`src/rtl/alu_shift_pipe.sv`:
```
// alu_shift_pipe: pipelined log shifter (SLL/SRL/SRA, plus ROL/ROR when ALU_SHIFT_PIPE_ROTATE_EN is defined)
// with valid/ready flow control.
module alu_shift_pipe #(
  parameter int DATA_WIDTH  = 32,
  parameter int PIPE_STAGES = 2,
  parameter int TAG_WIDTH   = 5
) (
  input  logic                  clk,
  input  logic                  rst_n,
  input  logic                  in_valid_i,
  output logic                  in_ready_o,
  input  logic [DATA_WIDTH-1:0] rs1_data_i,
  input  logic [DATA_WIDTH-1:0] rs2_data_i,
  input  logic [2:0]            op_i,
  input  logic [TAG_WIDTH-1:0]  tag_i,
  output logic                  out_valid_o,
  input  logic                  out_ready_i,
  output logic [DATA_WIDTH-1:0] result_o,
  output logic [TAG_WIDTH-1:0]  tag_o,
  output logic                  illegal_o
);
  localparam int SHIFT_WIDTH = $clog2(DATA_WIDTH);
  localparam int PER = (SHIFT_WIDTH + PIPE_STAGES - 1) / PIPE_STAGES;
  typedef struct packed {
    logic                   v;
    logic                   ill;
    logic [2:0]             op;
    logic [SHIFT_WIDTH-1:0] amt;
    logic [TAG_WIDTH-1:0]   tag;
    logic [DATA_WIDTH-1:0]  d;
  } stage_t;
  stage_t s_q [PIPE_STAGES];
  stage_t s_in [PIPE_STAGES];
  stage_t nx [PIPE_STAGES];
  logic en, legal, unused;
`ifdef ALU_SHIFT_PIPE_ROTATE_EN
  assign legal = op_i <= 3'd4;
`else
  assign legal = op_i <= 3'd2;
`endif
  assign en = ~out_valid_o | out_ready_i;
  assign in_ready_o = en;
  assign out_valid_o = s_q[PIPE_STAGES-1].v;
  assign result_o = s_q[PIPE_STAGES-1].d;
  assign tag_o = s_q[PIPE_STAGES-1].tag;
  assign illegal_o = s_q[PIPE_STAGES-1].ill;
  assign unused = ^{rs2_data_i[DATA_WIDTH-1:SHIFT_WIDTH], s_q[PIPE_STAGES-1].op, s_q[PIPE_STAGES-1].amt};
  // Applies the levels whose amount bits fall in [lo, hi); illegal ops carry zero data through.
  function automatic logic [DATA_WIDTH-1:0] shift_stage(input logic [DATA_WIDTH-1:0] x,
      input logic [2:0] op, input logic [SHIFT_WIDTH-1:0] amt, input int lo, input int hi);
    logic [DATA_WIDTH-1:0] y, sra;
    y = x;
    for (int b = 0; b < SHIFT_WIDTH; b++) begin
      if (b >= lo && b < hi && amt[b]) begin
        sra = $signed(y) >>> (1 << b);
        y = op == 3'd0 ? y << (1 << b) :
            op == 3'd1 ? y >> (1 << b) :
            op == 3'd2 ? sra :
`ifdef ALU_SHIFT_PIPE_ROTATE_EN
            op == 3'd3 ? (y << (1 << b)) | (y >> (DATA_WIDTH - (1 << b))) :
            op == 3'd4 ? (y >> (1 << b)) | (y << (DATA_WIDTH - (1 << b))) :
`endif
            y;
      end
    end
    return y;
  endfunction
  always_comb begin
    s_in[0] = '0;
    if (in_valid_i) begin
      s_in[0].v = 1'b1;
      s_in[0].ill = ~legal;
      s_in[0].op = op_i;
      s_in[0].amt = rs2_data_i[SHIFT_WIDTH-1:0];
      s_in[0].tag = tag_i;
      s_in[0].d = legal ? rs1_data_i : '0;
    end
    for (int k = 1; k < PIPE_STAGES; k++) s_in[k] = s_q[k-1];
  end
  always_comb begin
    for (int k = 0; k < PIPE_STAGES; k++) begin
      nx[k] = s_in[k];
      nx[k].d = shift_stage(s_in[k].d, s_in[k].op, s_in[k].amt, k * PER,
                            k == PIPE_STAGES - 1 ? SHIFT_WIDTH : (k + 1) * PER);
    end
  end
  always_ff @(posedge clk) begin
    if (!rst_n) for (int k = 0; k < PIPE_STAGES; k++) s_q[k] <= '0;
    else if (en) for (int k = 0; k < PIPE_STAGES; k++) s_q[k] <= nx[k];
  end
endmodule

```
`config.mk`:
```
export PLATFORM = sky130hd
export DESIGN_NAME = alu_shift_pipe
export DESIGN_NICKNAME = d
export VERILOG_FILES = /design/src/rtl/alu_shift_pipe.sv
export SDC_FILE = /design/constraint.sdc
export NUM_CORES = 1
export LEC_CHECK = 0
export CORE_ASPECT_RATIO = 1.1
export CORE_MARGIN = 2
export CORE_UTILIZATION = 50
export CTS_BUF_LIST = sky130_fd_sc_hd__clkbuf_8 sky130_fd_sc_hd__clkbuf_16
export DETAILED_ROUTE_END_ITERATION = 16
export DONT_BUFFER_PORTS = 1
export SYNTH_ARGS = -nofsm -noshare
export SYNTH_HDL_FRONTEND = slang
export SYNTH_SLANG_ARGS = --single-unit
```
`constraint.sdc`:
```
create_clock -name clk -period 7.7 [get_ports clk]
set_clock_uncertainty 0.05 [all_clocks]
set_input_delay 0.77 -clock clk [delete_from_list [all_inputs] [get_ports clk]]
set_output_delay 0.77 -clock clk [all_outputs]
set_load 0.01 [all_outputs]
```
Yosys cells after proc, flatten, opt, wreduce, memory -nomap -nowiden
Memory sizes are Yosys's and may differ from the RTL's.
Index checks and enable logic that the tools add are counted.
{ "classes": {"n_lt_le_gt_ge": 1, "eq_ne": 4, "mux": 28, "bitwise": 5, "n_reduce_logical": 2} }
{ "op_table": {"columns": ["operator", "count"], "rows": [
  ["$mux W32", 16],
  ["$mux W31", 5],
  ["$mux W47", 3],
  ["$eq A3 B1 Y1 const B", 2],
  ["$eq A3 B2 Y1 const B", 2],
  ["$logic_not A3 Y1", 2],
  ["$mux W1", 4],
  ["$le A3 B2 Y1 const B", 1],
  ["$or A1 B1 Y1", 3],
  ["$not A1 Y1", 2]
]} }
{ "totals": {"regBits": 0, "ramBits": 94, "input_bits": 76, "output_inout_bits": 40, "word_cells": 41, "n_memories": 1} }
{ "mem_list": {"columns": ["memory", "depth", "word_bits", "rd", "rd_ports_with_merged_regs", "wr", "line_no", "text"], "rows": [
  ["s_q", 2, 47, 2, 0, 2, "32", "stage_t s_q [PIPE_STAGES];"]
]} }

Depth between registers and ports, before layout
{ "depth": {"ltp_word": 17, "ltp_mapped": 10, "depth_no_buf": 7} }

Worst setup path after synthesis
OpenSTA, ideal clock, no wires.
{ "synth_timing": {"path_type": "input port to flip-flop", "from": "input port rst_n", "to": "memory s_q[0][0] in the netlist's numbering, enable pin", "setup_ns": 1.017, "t_arrival_ns": 2.844, "t_required_ns": 6.633, "setup_slack_ns": 3.789, "cell_stages": 2, "path_buffers": 1, "path_cell_list": "clkbuf_1 > nand3b_1"} }
{ "synth_rtl": {"columns": ["item", "line_no", "text"], "rows": [
  ["from (decl)", "9", "input logic rst_n,"],
  ["to (decl)", "32", null]
]} }

==> results by group <==
Clock tree
  • Root Buffer: clkbuf_16
  • Clock sinks: 83
  • Cts hold-fix bufs: 0
  • PostCTS Resize Cnt: 0
  • Clock Tree Buf Depth: 2
  • H-tree levels: 3
  • Clk Latency, worst-skew pair: 0.34 ns
  • TritonCTS buffer count: 9
  • Worst-path clk slew: 0.06 ns
  • Post-CTS Setup Inserts: 0
  • CTS tree: built

Synthesis
  • Area leader, netlist: edfxtp_1
  • Dominant synthesized flop cell: edfxtp_1
  • Seq/Total Area, Yosys: 0.353
  • Asr flop ratio synth: 0
  • YS warnings: 0
  • Number of synthesized flops with an enable pin: 83
  • Post-Synthesis Cells: 824
  • Synth top area share: 0.353
  • Post-Syn Nets: 900
  • Synthesized cell area: 7060 sq um
  • Unique cell type count in the Yosys netlist: 74
  • Synth Register Bits: 83
  • Synth area leaders: edfxtp_1 (35%), a21oi_1 (6.7%), o21ai_0 (5.2%)
  • Mean Syn Cell Area: 8.57 sq um

Cells and area
  • Top reg by flops: s_q
  • Finished Cell Area: 7250 sq um
  • Post-Layout Cell Count: 963
  • Diode count: 0
  • Final core utilization: 0.526
  • Max reg flops: 83
  • Final nets: 847
  • Biggest regs: s_q (83)
  • FILL cells: 1271
  • Most common cell after layout, fill and taps aside: a21oi_1
  • Syn-to-layout area delta: 2.73%
  • Share of cells above drive strength 1: 0.0723
  • Commonest non-fill, non-tap cells in the layout: a21oi_1 (94), edfxtp_1 (83), o21ai_0 (74)

STA
  • Endpoints failing setup: 0
  • Min cycle time layout: 3.45 ns
  • Max Clock Freq: 290 MHz
  • Unrepaired setup endpoints after global routing: no
  • Measured slew at the worst slew-check pin: 1.19 ns
  • Count of pins over their slew limit: 0
  • Max_slew headroom: 0.198
  • Final hold viol count: 0
  • Final worst path period share: 0.448
  • TNS Setup: 0 ns

Global route
  • Antenna violations before repair: 0
  • Gr ovfl total: 0
  • First-pass GRT wire length: 34.3 mm
  • Vias in the first global route: 6243
  • Largest net degree at the start of global routing: 49
  • GRT Overall Usage: 0.294

Detailed routing
  • DRT iter0 DRCs: 688
  • Wire length per cell: 22.6 um
  • Antenna viol nets, final: 0
  • DRT Pass-1 Iters: 5
  • Post-Route WL: 21.7 mm
  • DRC violations left: 0
  • Via density: 6.83
  • Vias: 6580

Floorplan
  • Rows: 45
  • Die Height: 129 um
  • # IOs: 116
  • Die area: 15100 sq um
  • Initial Utilization: 0.512
  • Die outline width: 117 um
  • Core Footprint: 13800 sq um

Pwr
  • Maximum vdd drop: 95.7 uV
  • Leak pwr: 2.68 nW
  • Pwr Density: 166 nW/um^2
  • Total Power: 1.20 mW

Worst setup path
  • Crit. End Element: flip-flop
  • Worst r2r dst: s_q[0][78]
  • Buf/Inv on CP: 0
  • Max stage delay on crit path: 0.72 ns
  • Sequence of cells on the critical path: xor2_4 -> nand3_2 -> nand2_1 -> o22ai_1 -> o31ai_1 -> a21oi_1
  • Crit path max-delay family: simple AND/OR/NAND/NOR gates
  • Critical R2R Launch: s_q[0][44]
  • FF-to-FF setup slack: 4.67 ns
  • Worst Path Max Fanout: 37
  • CP required: 7.71 ns
  • R2R cell count: 6
  • Critical path arrival: 3.46 ns
  • Slowest-stage cell, CP: nand3_2
  • Critical setup path kind: primary input to flip-flop
  • Startpoint Class: primary input

Worst hold path
  • Hold Crit Start: s_q[0][36]
  • HP Class: flip-flop to flip-flop
  • Hold Path Depth: 1
  • Hold EP: s_q[0][83]

Placement
  • DP Area: 6970 sq um
  • Placer Congestion: 0.963
  • Placed Cells: 948
  • DP HPWL: 15.9 mm
  • Port Buf Inserts: 0

Job
  • MaxCap Viol Count: 0

Run status
  • Run status: complete, no violations
[power by group]
group,switching (mW),internal (mW)
logic,0.148,0.0853
registers,0.0335,0.533
clock network,0.178,0.224
total,0.359,0.843
[worst max path at each step]
stage / startpoint / endpoint / slack (ns) / cells past startpoint
4_1_cts: op_i[1] / s_q[0][15] / 4.31 / 6
6_report: op_i[1] / s_q[0][15] / 4.25 / 6
3_3_place_gp: op_i[1] / s_q[0][15] / 3.99 / 6
2_1_floorplan: rst_n / s_q[0][0] / 3.79 / 2
5_1_grt: op_i[1] / s_q[0][13] / 4.11 / 6
3_5_place_dp: op_i[1] / s_q[0][15] / 3.97 / 6
[worst reg2reg max path, delay by kind of cell, from the launching register on]
family,cells,cell delay (ns)
AND/OR/NAND/NOR,3,1.41
multiplexers,1,0.12
flip-flops,1,0.52
AO/OA/AOI/OAI,2,0.66
[stage by stage]
step	setup WS [ns]	hold WS, ns
after floorplan	3.79	0.478
after CTS	4.31	0.502
after global routing	4.11	0.525
final	4.25	0.504
after detailed placement	3.97	0.485
after global placement	3.99	0.484
[cell type report]
cell class	instances	area, sq um	share of cell area
Multi-Input combinational cell	659	4140	0.571
Sequential cell	83	2490	0.344
Tap cell	188	235	0.0324
Clock buffer	9	225	0.0311
Timing Repair Buffer	10	75.1	0.0104
Clock inverter	6	55.1	0.00759
Inverter	8	30.0	0.00414
[per-layer routing]
layer	share of wire	track usage
met2	0.48	0.475
met3	0.060	0.0429
met1	0.41	0.375
met4	0.057	0.165
met5	0	0
[kinds of logic (layout without fill, tap and decap cells)]
| group | count (synthesis) | after routing | share of synthesized area |
|---|---|---|---|
| fa+ha+maj | 10 | 10 | 0.0144 |
| xor+xnor | 3 | 3 | 0.00745 |
| simple gates | 258 | 258 | 0.186 |
| buf+inv | 82 | 33 | 0.0606 |
| compound gates | 344 | 344 | 0.314 |
| mux | 44 | 44 | 0.0644 |
| flops | 83 | 83 | 0.353 |
[Yosys cell counts, types with 3 or more instances]
cell        n
and3_1     14
buf_6       8
nor2_1     68
o21ai_0    74
a221oi_1    4
a21oi_2     3
o22ai_1    16
o22a_1      9
a21oi_1    94
nor2b_1     6
a22oi_1    10
mux2_2     11
edfxtp_1   83
a211oi_1   12
a2bb2oi_1   4
a22o_1     14
inv_1       8
o221ai_1    9
a31oi_1    17
mux2i_1    33
maj3_1      9
o31ai_1    10
o211ai_1   22
o32a_1      3
and2_1     13
buf_1       4
a21o_1      6
o21ai_1     6
o21a_1      9
nor3_1      9
nand3_1    37
nand2b_1   24
buf_2      27
o2bb2ai_1   5
nand2_1    61
buf_4       7
clkbuf_1   28
(Power assumes the default switching activity.)
==> RTL edit: new RTL, config.mk and constraints unchanged <==
Add a define of `ALU_SHIFT_PIPE_ROTATE_EN`.
--- a/src/rtl/alu_shift_pipe.sv
+++ b/src/rtl/alu_shift_pipe.sv
@@ -1,4 +1,6 @@
 // alu_shift_pipe: pipelined log shifter (SLL/SRL/SRA, plus ROL/ROR when ALU_SHIFT_PIPE_ROTATE_EN is defined)
 // with valid/ready flow control.
+`define ALU_SHIFT_PIPE_ROTATE_EN
+
 module alu_shift_pipe #(
   parameter int DATA_WIDTH  = 32,
Formal check against the unedited RTL: not equivalent (a bounded check fails within 4 cycles, from zero or initial values).
==> RTL edit against the original RTL <==
Worst setup slack worse by 170 ps. Sequential cell count stayed put. Cell count is 16% higher. Non-clock buffer count is 5 higher. Routed wire length is 34% higher. Power is 15% higher. Final area is 15% higher. Synthesized area is 15% higher. Core utilization is 0.20 points higher. Critical endpoint is now s_q[0][70]. Largest cell class unchanged.
==> RTL edit: results (changes against the original RTL) <==
Clock tree
  – Worst-Skew Late Latency: 350 ps
  – Setup bufs post-CTS: 0 (unchanged)
  – H-tree depth: 3 (unchanged)
  – CTS Hold Bufs: 0 (unchanged)
  – Longest Clk Path Bufs: 2 (unchanged)
  – Gates resized, CTS repair: 0 (unchanged)
  – Clk root buf: clkbuf_16 (unchanged)
  – Clock-pin slew on the worst setup and hold paths: 80 ps (was 60 ps)
  – Cts bufs inserted: 9 (unchanged)

Yosys
  – Syn_nets: 1056 (was 900)
  – Area contributors post-synth: edfxtp_1 31%, nand2_1 5.1%, o211ai_1 4.7% (was edfxtp_1 35%, a21oi_1 6.7%, o21ai_0 5.2%)
  – Post-synth EDFFs: 83 (unchanged)
  – Sequential area share after synthesis: 30.8% (was 35.3%)
  – Top_reg_cell synth: edfxtp_1 (unchanged)
  – Post-synthesis adder-cell area fraction: 0.866% (was 1.44%)
  – Synth Area in Compound Gates: 36.0% (was 31.4%)
  – Warning count from the yosys run: 0 (unchanged)
  – Synth async-reset ratio: 0% (unchanged)
  – Synth top cells by count: 110 x nand2_1, 83 x edfxtp_1, 66 x o21ai_0 (was 94 x a21oi_1, 83 x edfxtp_1, 74 x o21ai_0)
  – Synth Area in XOR/XNOR: 0.603% (was 0.745%)
  – Multiplexer area fraction after synthesis: 5.95% (was 6.44%)
  – Unique masters post-synth: 79 (was 74)

Power and ir drop
  – Leak: 3.02 nW (was 2.68 nW)
  – Worst vdd ir: 0.0865 mV (was 0.0957 mV)
  – Logic power comb: 0.363 mW (was 0.233 mW)
  – Switching share of total power: 34.5% (was 29.9%)
  – Seq. pwr: 0.586 mW (was 0.566 mW)

Global routing
  – Global Route Usage Sum: 33.3% (was 29.4%)
  – First-pass GRT wire length: 45300 um (was 34300 um)
  – Pin count of the biggest net entering global routing: 84 (was 49)
  – Vias in the first global route: 7793 (was 6243)
  – Antenna violations before repair: 0 (unchanged)

Route
  – DRT Wirelength: 29200 um (was 21700 um)
  – DR pass1 iterations: 7 (was 5)
  – Iteration-0 DRC Markers: 1198 (was 688)
  – Via Count: 8386 (was 6580)

Cells and area
  – Biggest registers after layout: s_q x83 (unchanged)
  – Layout cells sized above 1: 7.53% (was 7.23%)
  – Ant diodes: 0 (unchanged)
  – Nets@finish: 987 (was 847)

Placement
  – I/O Buffers: 0 (unchanged)
  – Cell Area, Placed: 8020 um^2 (was 6970 um^2)
  – Setup slack after placement: 3980 ps (was 3970 ps)
  – GP Congestion: 1.01 (was 0.963)
  – Post-detail-place hpwl: 21100 um (was 15900 um)

Setup path
  – Crit-path max FO: 39 (was 37)
  – Critical Path AT: 3590 ps (was 3460 ps)

Worst hold path
  – Min-delay worst type: reg2reg (unchanged)

Timing
  – Slew @ Worst Pin: 1350 ps (was 1190 ps)
  – Total Neg Setup Slack: 0 ps (unchanged)

Outcome
  – Status: finished, final reports clean (unchanged)
-- RTL edit: cell count changes in the layout (fill, tap and decap cells not counted), moves of 9 or more --
cell      change
or3_1        +16
nor2b_1      +11
nand2_1      +49
a221oi_1     +19
a21oi_1      -29
a221o_1      +10
a22oi_1      +20
nor2_1        -9
nand3_1      -13
a31oi_1      -11
o211ai_1     +29
-- RTL edit: worst max-delay path, stage by stage, from the launching register on --
cell	delay, ps
edfxtp_1	330
buf_4	380
inv_1	360
nor2_1	670
inv_1	100
o21a_1	200
o21ai_1	990
a221oi_1	200
-- RTL edit: per-stage QoR --
stage / power, mW / cells / util [%]
after floorplan: 0.866 / 980 / -
final: 1.38 / 1116 / 52.8
after detailed placement: 0.946 / 1099 / 50.8
after CTS: 1.37 / 1115 / 52.7
after global routing: 1.43 / 1116 / 52.8
after global placement: 0.936 / 1099 / 50.8
-- RTL edit: layout make-up --
cell class / instances / area, um^2
clock inverter: 7 / 77.6
fill: 1490 / 7460
timing repair buffer: 15 / 113
multi-input combinational: 786 / 5120
inverter: 16 / 60.1
sequential: 83 / 2490
tap: 200 / 250
clock buffer: 9 / 225
-- RTL edit: per-layer routing --
metal,global-route usage (%),vias to the layer above,wire (um)
li1,-,3728,-
met1,39.8,4051,11100
met2,57.9,504,14300
met3,4.39,103,2000
met4,19.8,0,1820
met5,0,-,0
-- RTL edit: final timing paths --
path	start	end	slack [ps]	cells after the start
min	s_q[0][34]	s_q[0][81]	510	1
min reg2reg	s_q[0][34]	s_q[0][81]	510	1
max	s_q[0][43]	s_q[0][70]	4070	7
max reg2reg	s_q[0][43]	s_q[0][70]	4070	7
